## src/rtl/dbg_telemetry_pkg.sv

```systemverilog
// Shared definitions for the debug telemetry transmitter.
// Contents: frame length, default sync byte, byte-index constants, the
// frame FSM state enum, the snapshot record, and a helper that selects a
// payload byte (bytes 1..11) out of a snapshot.
package dbg_telemetry_pkg;

  localparam int         FRAME_LEN    = 13;
  localparam logic [7:0] SYNC_DEFAULT = 8'hA5;

  // Byte positions inside a frame
  localparam int IDX_SYNC   = 0;
  localparam int IDX_SEQ    = 1;
  localparam int IDX_STATUS = 2;
  localparam int IDX_UART   = 3;
  localparam int IDX_ACC0   = 4;
  localparam int IDX_ACC1   = 8;
  localparam int IDX_CHK    = FRAME_LEN - 1;

  typedef enum logic [1:0] {IDLE, SEND, DRAIN} tx_state_e;

  // Field order matches the concatenation used at capture time
  typedef struct packed {
    logic        acc_valid;
    logic [2:0]  mlp_layer;
    logic [3:0]  mlp_state;
    logic        layer_complete;
    logic [3:0]  uart_state;
    logic [31:0] acc0;
    logic [31:0] acc1;
  } snap_t;

  // Payload bytes 1..11; sync and checksum positions are handled by the caller
  function automatic logic [7:0] payload_byte(input snap_t s, input logic [7:0] seq,
                                              input logic [3:0] idx);
    logic [7:0] b;
    case (idx)
      4'(IDX_SEQ):      b = seq;
      4'(IDX_STATUS):   b = {s.acc_valid, s.mlp_layer, s.mlp_state};
      4'(IDX_UART):     b = {s.layer_complete, 3'b000, s.uart_state};
      4'(IDX_ACC0):     b = s.acc0[7:0];
      4'(IDX_ACC0 + 1): b = s.acc0[15:8];
      4'(IDX_ACC0 + 2): b = s.acc0[23:16];
      4'(IDX_ACC0 + 3): b = s.acc0[31:24];
      4'(IDX_ACC1):     b = s.acc1[7:0];
      4'(IDX_ACC1 + 1): b = s.acc1[15:8];
      4'(IDX_ACC1 + 2): b = s.acc1[23:16];
      4'(IDX_ACC1 + 3): b = s.acc1[31:24];
      default:          b = 8'h00;
    endcase
    return b;
  endfunction

endpackage

```

## src/rtl/dbg_telemetry_tx_serializer.sv

```systemverilog
// uart_tx_serializer: generic 8N1 UART transmitter.
// Ports:
//   clk_100mhz, rst   clock, synchronous active-high reset
//   in_data, in_valid byte to send and its handshake qualifier
//   in_ready          high when idle or in the last cycle of a stop bit, so a
//                     waiting byte follows the previous one with no gap
//   tx                registered serial line, idles high
//   tx_active         high while a character is on the line
module uart_tx_serializer #(
  parameter int CLOCK_FREQ = 100_000_000,
  parameter int BAUD_RATE  = 115200
) (
  input  logic       clk_100mhz,
  input  logic       rst,
  input  logic [7:0] in_data,
  input  logic       in_valid,
  output logic       in_ready,
  output logic       tx,
  output logic       tx_active
);

  localparam int            BIT_CYCLES = CLOCK_FREQ / BAUD_RATE;
  localparam int            CW         = $clog2(BIT_CYCLES);
  localparam logic [CW-1:0] BIT_LAST   = CW'(BIT_CYCLES - 1);

  typedef enum logic [1:0] {S_IDLE, S_START, S_DATA, S_STOP} ser_state_e;

  ser_state_e    state;
  logic [CW-1:0] bit_cnt;
  logic [2:0]    bit_idx;
  logic [7:0]    shreg;
  logic          bit_end;

  assign bit_end   = (bit_cnt == BIT_LAST);
  assign in_ready  = (state == S_IDLE) || ((state == S_STOP) && bit_end);
  assign tx_active = (state != S_IDLE);

  always_ff @(posedge clk_100mhz) begin
    if (rst) begin
      state   <= S_IDLE;
      bit_cnt <= '0;
      bit_idx <= '0;
      shreg   <= '0;
      tx      <= 1'b1;
    end else if (in_valid && in_ready) begin
      // Load takes priority so a new start bit directly follows a stop bit
      state   <= S_START;
      shreg   <= in_data;
      bit_cnt <= '0;
      bit_idx <= '0;
      tx      <= 1'b0;
    end else if (state != S_IDLE) begin
      if (!bit_end) begin
        bit_cnt <= bit_cnt + 1'b1;
      end else begin
        bit_cnt <= '0;
        case (state)
          S_START: begin
            state <= S_DATA;
            tx    <= shreg[0];
            shreg <= shreg >> 1;
          end
          S_DATA: begin
            if (bit_idx == 3'd7) begin
              state <= S_STOP;
              tx    <= 1'b1;
            end else begin
              bit_idx <= bit_idx + 1'b1;
              tx      <= shreg[0];
              shreg   <= shreg >> 1;
            end
          end
          default: begin
            state <= S_IDLE;
            tx    <= 1'b1;
          end
        endcase
      end
    end
  end

endmodule

```

## src/rtl/dbg_telemetry_tx.sv

```systemverilog
// dbg_telemetry_tx: snapshots TPU / UART-controller debug state and streams
// it to the host as 13-byte frames on a dedicated 8N1 line.
// Frame: A5 | seq | {acc_valid,layer,state} | {layer_complete,000,uart_state}
//        | acc0 LE | acc1 LE | XOR(bytes 1..11)
// Ports:
//   clk_100mhz, rst   clock, synchronous active-high reset
//   enable            periodic timer enable (timer held at 0 when low)
//   trigger           single-cycle frame request
//   mlp_*, layer_complete, acc_valid, acc0, acc1, uart_state  debug inputs
//   tx                serial output, idles high
//   busy              capture through the end of the final stop bit
//   frame_count       sequence number of the last frame started
//   dropped           one-cycle pulse when a request arrives while busy
module dbg_telemetry_tx
  import dbg_telemetry_pkg::*;
#(
  parameter int         CLOCK_FREQ    = 100_000_000,
  parameter int         BAUD_RATE     = 115200,
  parameter int         PERIOD_CYCLES = 10_000_000,
  parameter logic [7:0] SYNC_BYTE     = SYNC_DEFAULT
) (
  input  logic        clk_100mhz,
  input  logic        rst,
  input  logic        enable,
  input  logic        trigger,
  input  logic [3:0]  mlp_state,
  input  logic [2:0]  mlp_layer,
  input  logic        layer_complete,
  input  logic        acc_valid,
  input  logic [31:0] acc0,
  input  logic [31:0] acc1,
  input  logic [3:0]  uart_state,
  output logic        tx,
  output logic        busy,
  output logic [7:0]  frame_count,
  output logic        dropped
);

  localparam int            TW         = $clog2(PERIOD_CYCLES);
  localparam logic [TW-1:0] TIMER_LAST = TW'(PERIOD_CYCLES - 1);

  logic [TW-1:0] timer;
  logic          timer_exp;
  logic          req;

  tx_state_e     state;
  logic [3:0]    idx;
  snap_t         snap;
  logic [7:0]    chk_byte;
  logic [7:0]    ser_data;
  logic          ser_valid;
  logic          ser_ready;
  logic          ser_active;

  // Periodic timer keeps running through busy frames so the cadence is fixed
  assign timer_exp = enable && (timer == TIMER_LAST);
  assign req       = trigger || timer_exp;

  always_ff @(posedge clk_100mhz) begin
    if (rst || !enable || timer_exp) timer <= '0;
    else                             timer <= timer + 1'b1;
  end

  // Checksum over the payload; frame_count is stable for the whole frame
  always_comb begin
    chk_byte = '0;
    for (int i = IDX_SEQ; i < IDX_CHK; i++)
      chk_byte ^= payload_byte(snap, frame_count, 4'(i));
  end

  always_comb begin
    if (idx == 4'(IDX_SYNC))     ser_data = SYNC_BYTE;
    else if (idx == 4'(IDX_CHK)) ser_data = chk_byte;
    else                         ser_data = payload_byte(snap, frame_count, idx);
  end

  assign ser_valid = (state == SEND);

  always_ff @(posedge clk_100mhz) begin
    if (rst) begin
      state       <= IDLE;
      busy        <= 1'b0;
      frame_count <= '0;
      dropped     <= 1'b0;
      idx         <= '0;
      snap        <= '0;
    end else begin
      dropped <= req && busy;
      case (state)
        IDLE: if (req) begin
          snap        <= {acc_valid, mlp_layer, mlp_state, layer_complete,
                          uart_state, acc0, acc1};
          busy        <= 1'b1;
          frame_count <= frame_count + 8'd1;
          idx         <= '0;
          state       <= SEND;
        end
        SEND: if (ser_ready) begin
          if (idx == 4'(IDX_CHK)) state <= DRAIN;
          else                    idx   <= idx + 1'b1;
        end
        // in_ready rises in the last stop-bit cycle, so busy drops exactly
        // when the line time of the frame ends
        DRAIN: if (ser_ready || !ser_active) begin
          busy  <= 1'b0;
          state <= IDLE;
        end
        default: state <= IDLE;
      endcase
    end
  end

  uart_tx_serializer #(
    .CLOCK_FREQ (CLOCK_FREQ),
    .BAUD_RATE  (BAUD_RATE)
  ) u_ser (
    .clk_100mhz (clk_100mhz),
    .rst        (rst),
    .in_data    (ser_data),
    .in_valid   (ser_valid),
    .in_ready   (ser_ready),
    .tx         (tx),
    .tx_active  (ser_active)
  );

endmodule
```

## config.mk

```make
export PLATFORM = sky130hd
export DESIGN_NAME = dbg_telemetry_tx
export DESIGN_NICKNAME = d
export VERILOG_FILES = /design/src/rtl/dbg_telemetry_pkg.sv /design/src/rtl/dbg_telemetry_tx_serializer.sv /design/src/rtl/dbg_telemetry_tx.sv
export SDC_FILE = /design/constraint.sdc
export NUM_CORES = 1
export LEC_CHECK = 0
export CELL_PAD_IN_SITES_DETAIL_PLACEMENT = 0
export CELL_PAD_IN_SITES_GLOBAL_PLACEMENT = 1
export CORE_MARGIN = 1.5
export CORE_UTILIZATION = 45
export CTS_CLUSTER_SIZE = 14
export DETAILED_ROUTE_END_ITERATION = 16
export PLACE_DENSITY_LB_ADDON = 0.08
export SLEW_MARGIN = 5
export SYNTH_ARGS = -nofsm -noshare
export SYNTH_HDL_FRONTEND = slang
export SYNTH_HIERARCHICAL = 1
export SYNTH_SLANG_ARGS = --single-unit
```

## constraint.sdc

```tcl
create_clock -name clk_100mhz -period 3.4 [get_ports clk_100mhz]
set_input_delay 0.68 -clock clk_100mhz [delete_from_list [all_inputs] [get_ports clk_100mhz]]
set_output_delay 0.68 -clock clk_100mhz [all_outputs]
set_load 0.05 [all_outputs]
```

# After elaboration in Yosys (flattened, before gate mapping)

Index checks and enable logic that the tools add are counted.
Widths: inputs -> output; s select.

Register bits after elaboration: 141
Latch bits: 0
Memory bits (writable): 0
ROM bits: 0
Logic and storage cells: 124
Memories: 0

Add/sub/neg operators: 5
$mul: 0
Divide/modulo/power cells: 0
Order comparisons: 0
Equality and inequality tests: 28
Shifts and indexed selects: 0
Mux-type cells: 31
Bitwise logic cells: 11
Reduce and logical (&&, ||, !) cells: 30

Operators by type and width:

| cell                  | number |
|---|---|
| $pmux 8 s11           | 1 |
| $xor 8x8->8           | 10 |
| $mux 8                | 6 |
| $add 24x1->24 const B | 1 |
| $eq 24x24->1 const B  | 1 |
| $eq 4x4->1 const B    | 5 |
| $eq 4x3->1 const B    | 4 |
| $pmux 8 s2            | 1 |
| $reduce_and 4->1      | 4 |
| $mux 4                | 3 |
| $add 10x1->10 const B | 1 |
| $eq 10x10->1 const B  | 1 |
| $mux 10               | 1 |
| $mux 2                | 5 |
| $ne 2x2->1 const B    | 5 |
| $reduce_bool 2->1     | 5 |
| $mux 1                | 9 |
| $reduce_and 3->1      | 3 |
| $add 8x1->8 const B   | 1 |
| $eq 4x2->1 const B    | 2 |
| $pmux 4 s2            | 1 |
| $eq 2x2->1 const B    | 3 |
| $pmux 2 s3            | 1 |
| $logic_or 1x1->1      | 5 |
| other kinds (18)      | 26 |

# Longest topological paths before layout

Depth after elaboration: 13
Mapped depth: 11
Mapped depth without buffers: 9

# Cells and area by module

Netlist, hierarchy kept.

By module, submodules not included:

| module             | times used | cells an instance | area each (µm²) | sequential area each (µm²) |
|---|---|---|---|---|
| dbg_telemetry_tx   | 1          | 744               | 5878.1          | 2342.2 |
| uart_tx_serializer | 1          | 146               | 1260.0          | 480.5 |

# Worst setup path after synthesis

OpenSTA, ideal clock, no wires.

Kind: register to register
Start point: register timer[17]
End point: register frame_count[5]
Library setup time: 0.070 ns
Arrival time: 2.288 ns
Data required time: 3.330 ns
Slack: 1.041 ns
Cell stages (with the launch flop): 7
Period minus slack after synthesis: 2.359 ns
Path through: dfxtp_1 -> or4b_1 -> or4_1 -> o21a_1 -> buf_6 -> or4_1 -> a21oi_1

Longest elaborated chain between the ends: 4

RTL lines:

| what                       | line                   | source |
|---|---|---|
| start: declaration         | dbg_telemetry_tx.sv:42 | `logic [TW-1:0] timer;` |
| start signal: assignment   | dbg_telemetry_tx.sv:61 | `else timer <= timer + 1'b1;` |
| $eq 24x24->1               | dbg_telemetry_tx.sv:56 | `assign timer_exp = enable && (timer == TIMER_LAST);` |
| $logic_and 1x1->1          | dbg_telemetry_tx.sv:56 |  |
| $logic_or 1x1->1           | dbg_telemetry_tx.sv:57 | `assign req = trigger \|\| timer_exp;` |
| $reduce_and 2->1 (no line) | n/a                    |  |
| end signal: assignment     | dbg_telemetry_tx.sv:94 | `frame_count <= frame_count + 8'd1;` |
| end: declaration           | dbg_telemetry_tx.sv:35 | `output logic [7:0] frame_count,` |

Every way passes these cells.
A chain may end at the register's enable or synchronous reset.

# Final worst setup path

Ends and elaborated chain as after synthesis.

==> results.py <==
metrics = {
    "clock_tree": {
        "cts.sinks": 141,
        "cts_resized": 0,
        "cts-buffers-inserted": 17,
        "clk_latency_ps": 430,
        "cts_tree": "yes",
        "root_buffer": "clkbuf_16",
        "clk_pin_slew_ps": 60,
        "clockBufferDepth": 2,
        "postCtsSetupRepairBufs": 0,
        "htreeDepth": 4,
        "hold_buffers": 0,
    },
    "floorplan": {
        "start_util": 0.464,
        "io_pins": 92,
        "die_area_sq_um": 16600,
        "rows": 45,
        "core_sq_um": 15400,
        "die_width_microns": 129,
        "dieHeight_microns": 129,
    },
    "grt": {
        "antenna_found_initial": 0,
        "grt_pass1_vias": 6225,
        "grt.total_usage": 0.251,
        "grt_max_degree": 85,
        "grt_pass1_wl_microns": 32400,
        "overflow": 0,
    },
    "setup_path": {
        "r2r_cells": 5,
        "crit_fanout": 45,
        "crit_start": "timer[17]",
        "crit_required_ps": 3750,
        "cp-end-kind": "register",
        "rr_endpoint": "frame_count[5]",
        "arrival_ps": 3220,
        "r2r_start": "timer[17]",
        "reg2reg_setup_slack_ps": 530,
        "startpoint_type": "register",
        "critical_path_class": "reg2reg",
    },
    "cells_and_area": {
        "multi_input_area_sq_um": 4030,
        "register_area_sq_um": 2820,
        "fillCellCount": 1422,
        "layout_common_cells": "nand2_1 (193), dfxtp_1 (141), a21oi_1 (100)",
        "drive_above_1_share": 0.0557,
        "nets": 1050,
        "final_util": 0.572,
        "final_cell_area_sq_um": 8800,
        "syn_to_final_growth_pct": 23.2,
        "layout_commonest_cell": "nand2_1",
        "antenna_cells": 0,
    },
    "yosys": {
        "yosys_warnings": 6,
        "synth_area_per_cell_sq_um": 8.02,
        "syn_nets": 984,
        "synth-seq-area-share": 0.395,
        "synth_cells": 890,
        "ys_seq_elements": 141,
        "yosys_most_used_dff": "dfxtp_1",
        "synthDistinctLibCells": 61,
        "netlist_area_sq_um": 7140,
        "async_flop_share": 0,
        "synth_edf_count": 0,
    },
    "timing": {
        "tightestPinTransition_ps": 894,
        "fin_tns_setup_ps": 0,
        "finClkSkew_ps": 7.46,
        "rsz0062_at_grt": "false",
        "slew_violations": 0,
        "relSlewSlack": 0.404,
        "finalSetupViolCount": 0,
        "post-route-min-period_ps": 2870,
        "min_period_over_period": 0.843,
        "fmax_ghz": 0.349,
        "hold_viol": 0,
    },
    "outcome": {
        "status": "finished clean",
    },
    "placed_design": {
        "gp_congestion": 0.879,
        "dpl-instance-area_sq_um": 8170,
        "dp_hpwl_microns": 14200,
        "port_buffers": 91,
    },
    "detailed_routing": {
        "vias": 6512,
        "wl_per_cell_microns": 16.9,
        "ant_nets": 0,
        "drt_iter0_drc": 604,
        "via_per_inst": 5.52,
        "first_pass_iters": 5,
        "drt_wl_total_microns": 19900,
        "remaining_drc_errors": 0,
    },
    "min_path": {
        "min_delay_path_depth": 1,
        "hold_class": "reg2reg",
        "min_to": "timer[0]",
        "holdCritStartpoint": "timer[0]",
    },
    "power_and_ir_drop": {
        "p_per_area_nw_per_um2": 495,
        "peakVddDrop_mv": 0.354,
        "power.leakage_nw": 2.95,
    },
    "flow_run": {
        "drv_cap": 0,
    },
}
## Yosys cell counts (5+ instances only)
cell type / n / area, sq um
a21oi_1: 100 / 500
a222oi_1: 9 / 90.1
a22oi_1: 10 / 75.1
a31oi_1: 12 / 75.1
and3_1: 6 / 37.5
buf_2: 8 / 40.0
clkbuf_1: 41 / 154
dfxtp_1: 141 / 2820
ha_1: 13 / 163
inv_1: 17 / 63.8
nand2_1: 193 / 724
nand3_1: 23 / 115
nand4_1: 15 / 93.8
nor2_1: 48 / 180
nor2b_1: 8 / 50.1
nor3_1: 12 / 60.1
o21ai_0: 39 / 195
or4_1: 5 / 37.5
xnor2_1: 87 / 762
xor2_1: 22 / 193
## critical path: stages, from the launching register on
cell     delay [ps]
dfxtp_1         340
or4b_1          570
or4_1           610
o21a_2          500
or4_1           600
a21oi_1         140
## worst max-delay path by stage
| stage | slack [ps] | endpoint | cells past startpoint |
|---|---|---|---|
| after global placement | 490 | snap[30] | 6 |
| after CTS | 530 | frame_count[5] | 5 |
| after global routing | 410 | frame_count[5] | 5 |
| after detailed placement | 440 | snap[34] | 6 |
| final | 530 | frame_count[5] | 5 |
| after floorplan | 1040 | frame_count[5] | 6 |
## logic make-up after synthesis
group,synth area share
buf+inv,0.0419
fa+ha+maj,0.0228
flops,0.395
compound gates,0.179
mux,0.00719
xor+xnor,0.134
simple gates,0.220
## registers in the layout, indices dropped and copies added, names as in the netlist
register	flops
dropped	1
idx	4
snap	77
u_ser/tx	1
u_ser/shreg	8
busy	1
timer	24
state	2
u_ser/bit_idx	3
u_ser/bit_cnt	10
frame_count	8
u_ser/state	2
## per-layer routing
layer / routed length [microns] / track usage
met1: 9820 / 0.368
met2: 8390 / 0.366
met3: 1190 / 0.0437
met4: 544 / 0.0985
met5: 0 / 0
## area by class of cell
type,count,area share
Timing Repair Buffer,100,0.112
Tap cell,211,0.0300
Inverter,18,0.00768
Clock inverter,10,0.0152
Clock buffer,22,0.0562
Multi-Input combinational cell,678,0.458
Sequential cell,141,0.321
## report_power, final
group / switching (mW) / leakage [nW] / internal, mW
clock network: 0.704 / 0.308 / 1.25
logic: 0.297 / 1.49 / 0.283
registers: 0.0898 / 1.15 / 1.73
## metrics by stage
step,hold slack (ps),cells,power (mW),worst slack [ps]
6_report,456,1180,4.35,534
5_1_grt,483,1180,4.52,409
4_1_cts,464,1180,4.38,528
3_5_place_dp,449,1148,2.43,435
3_3_place_gp,437,1148,2.42,491
2_1_floorplan,426,890,2.21,1040
(Power assumes the default switching activity.)
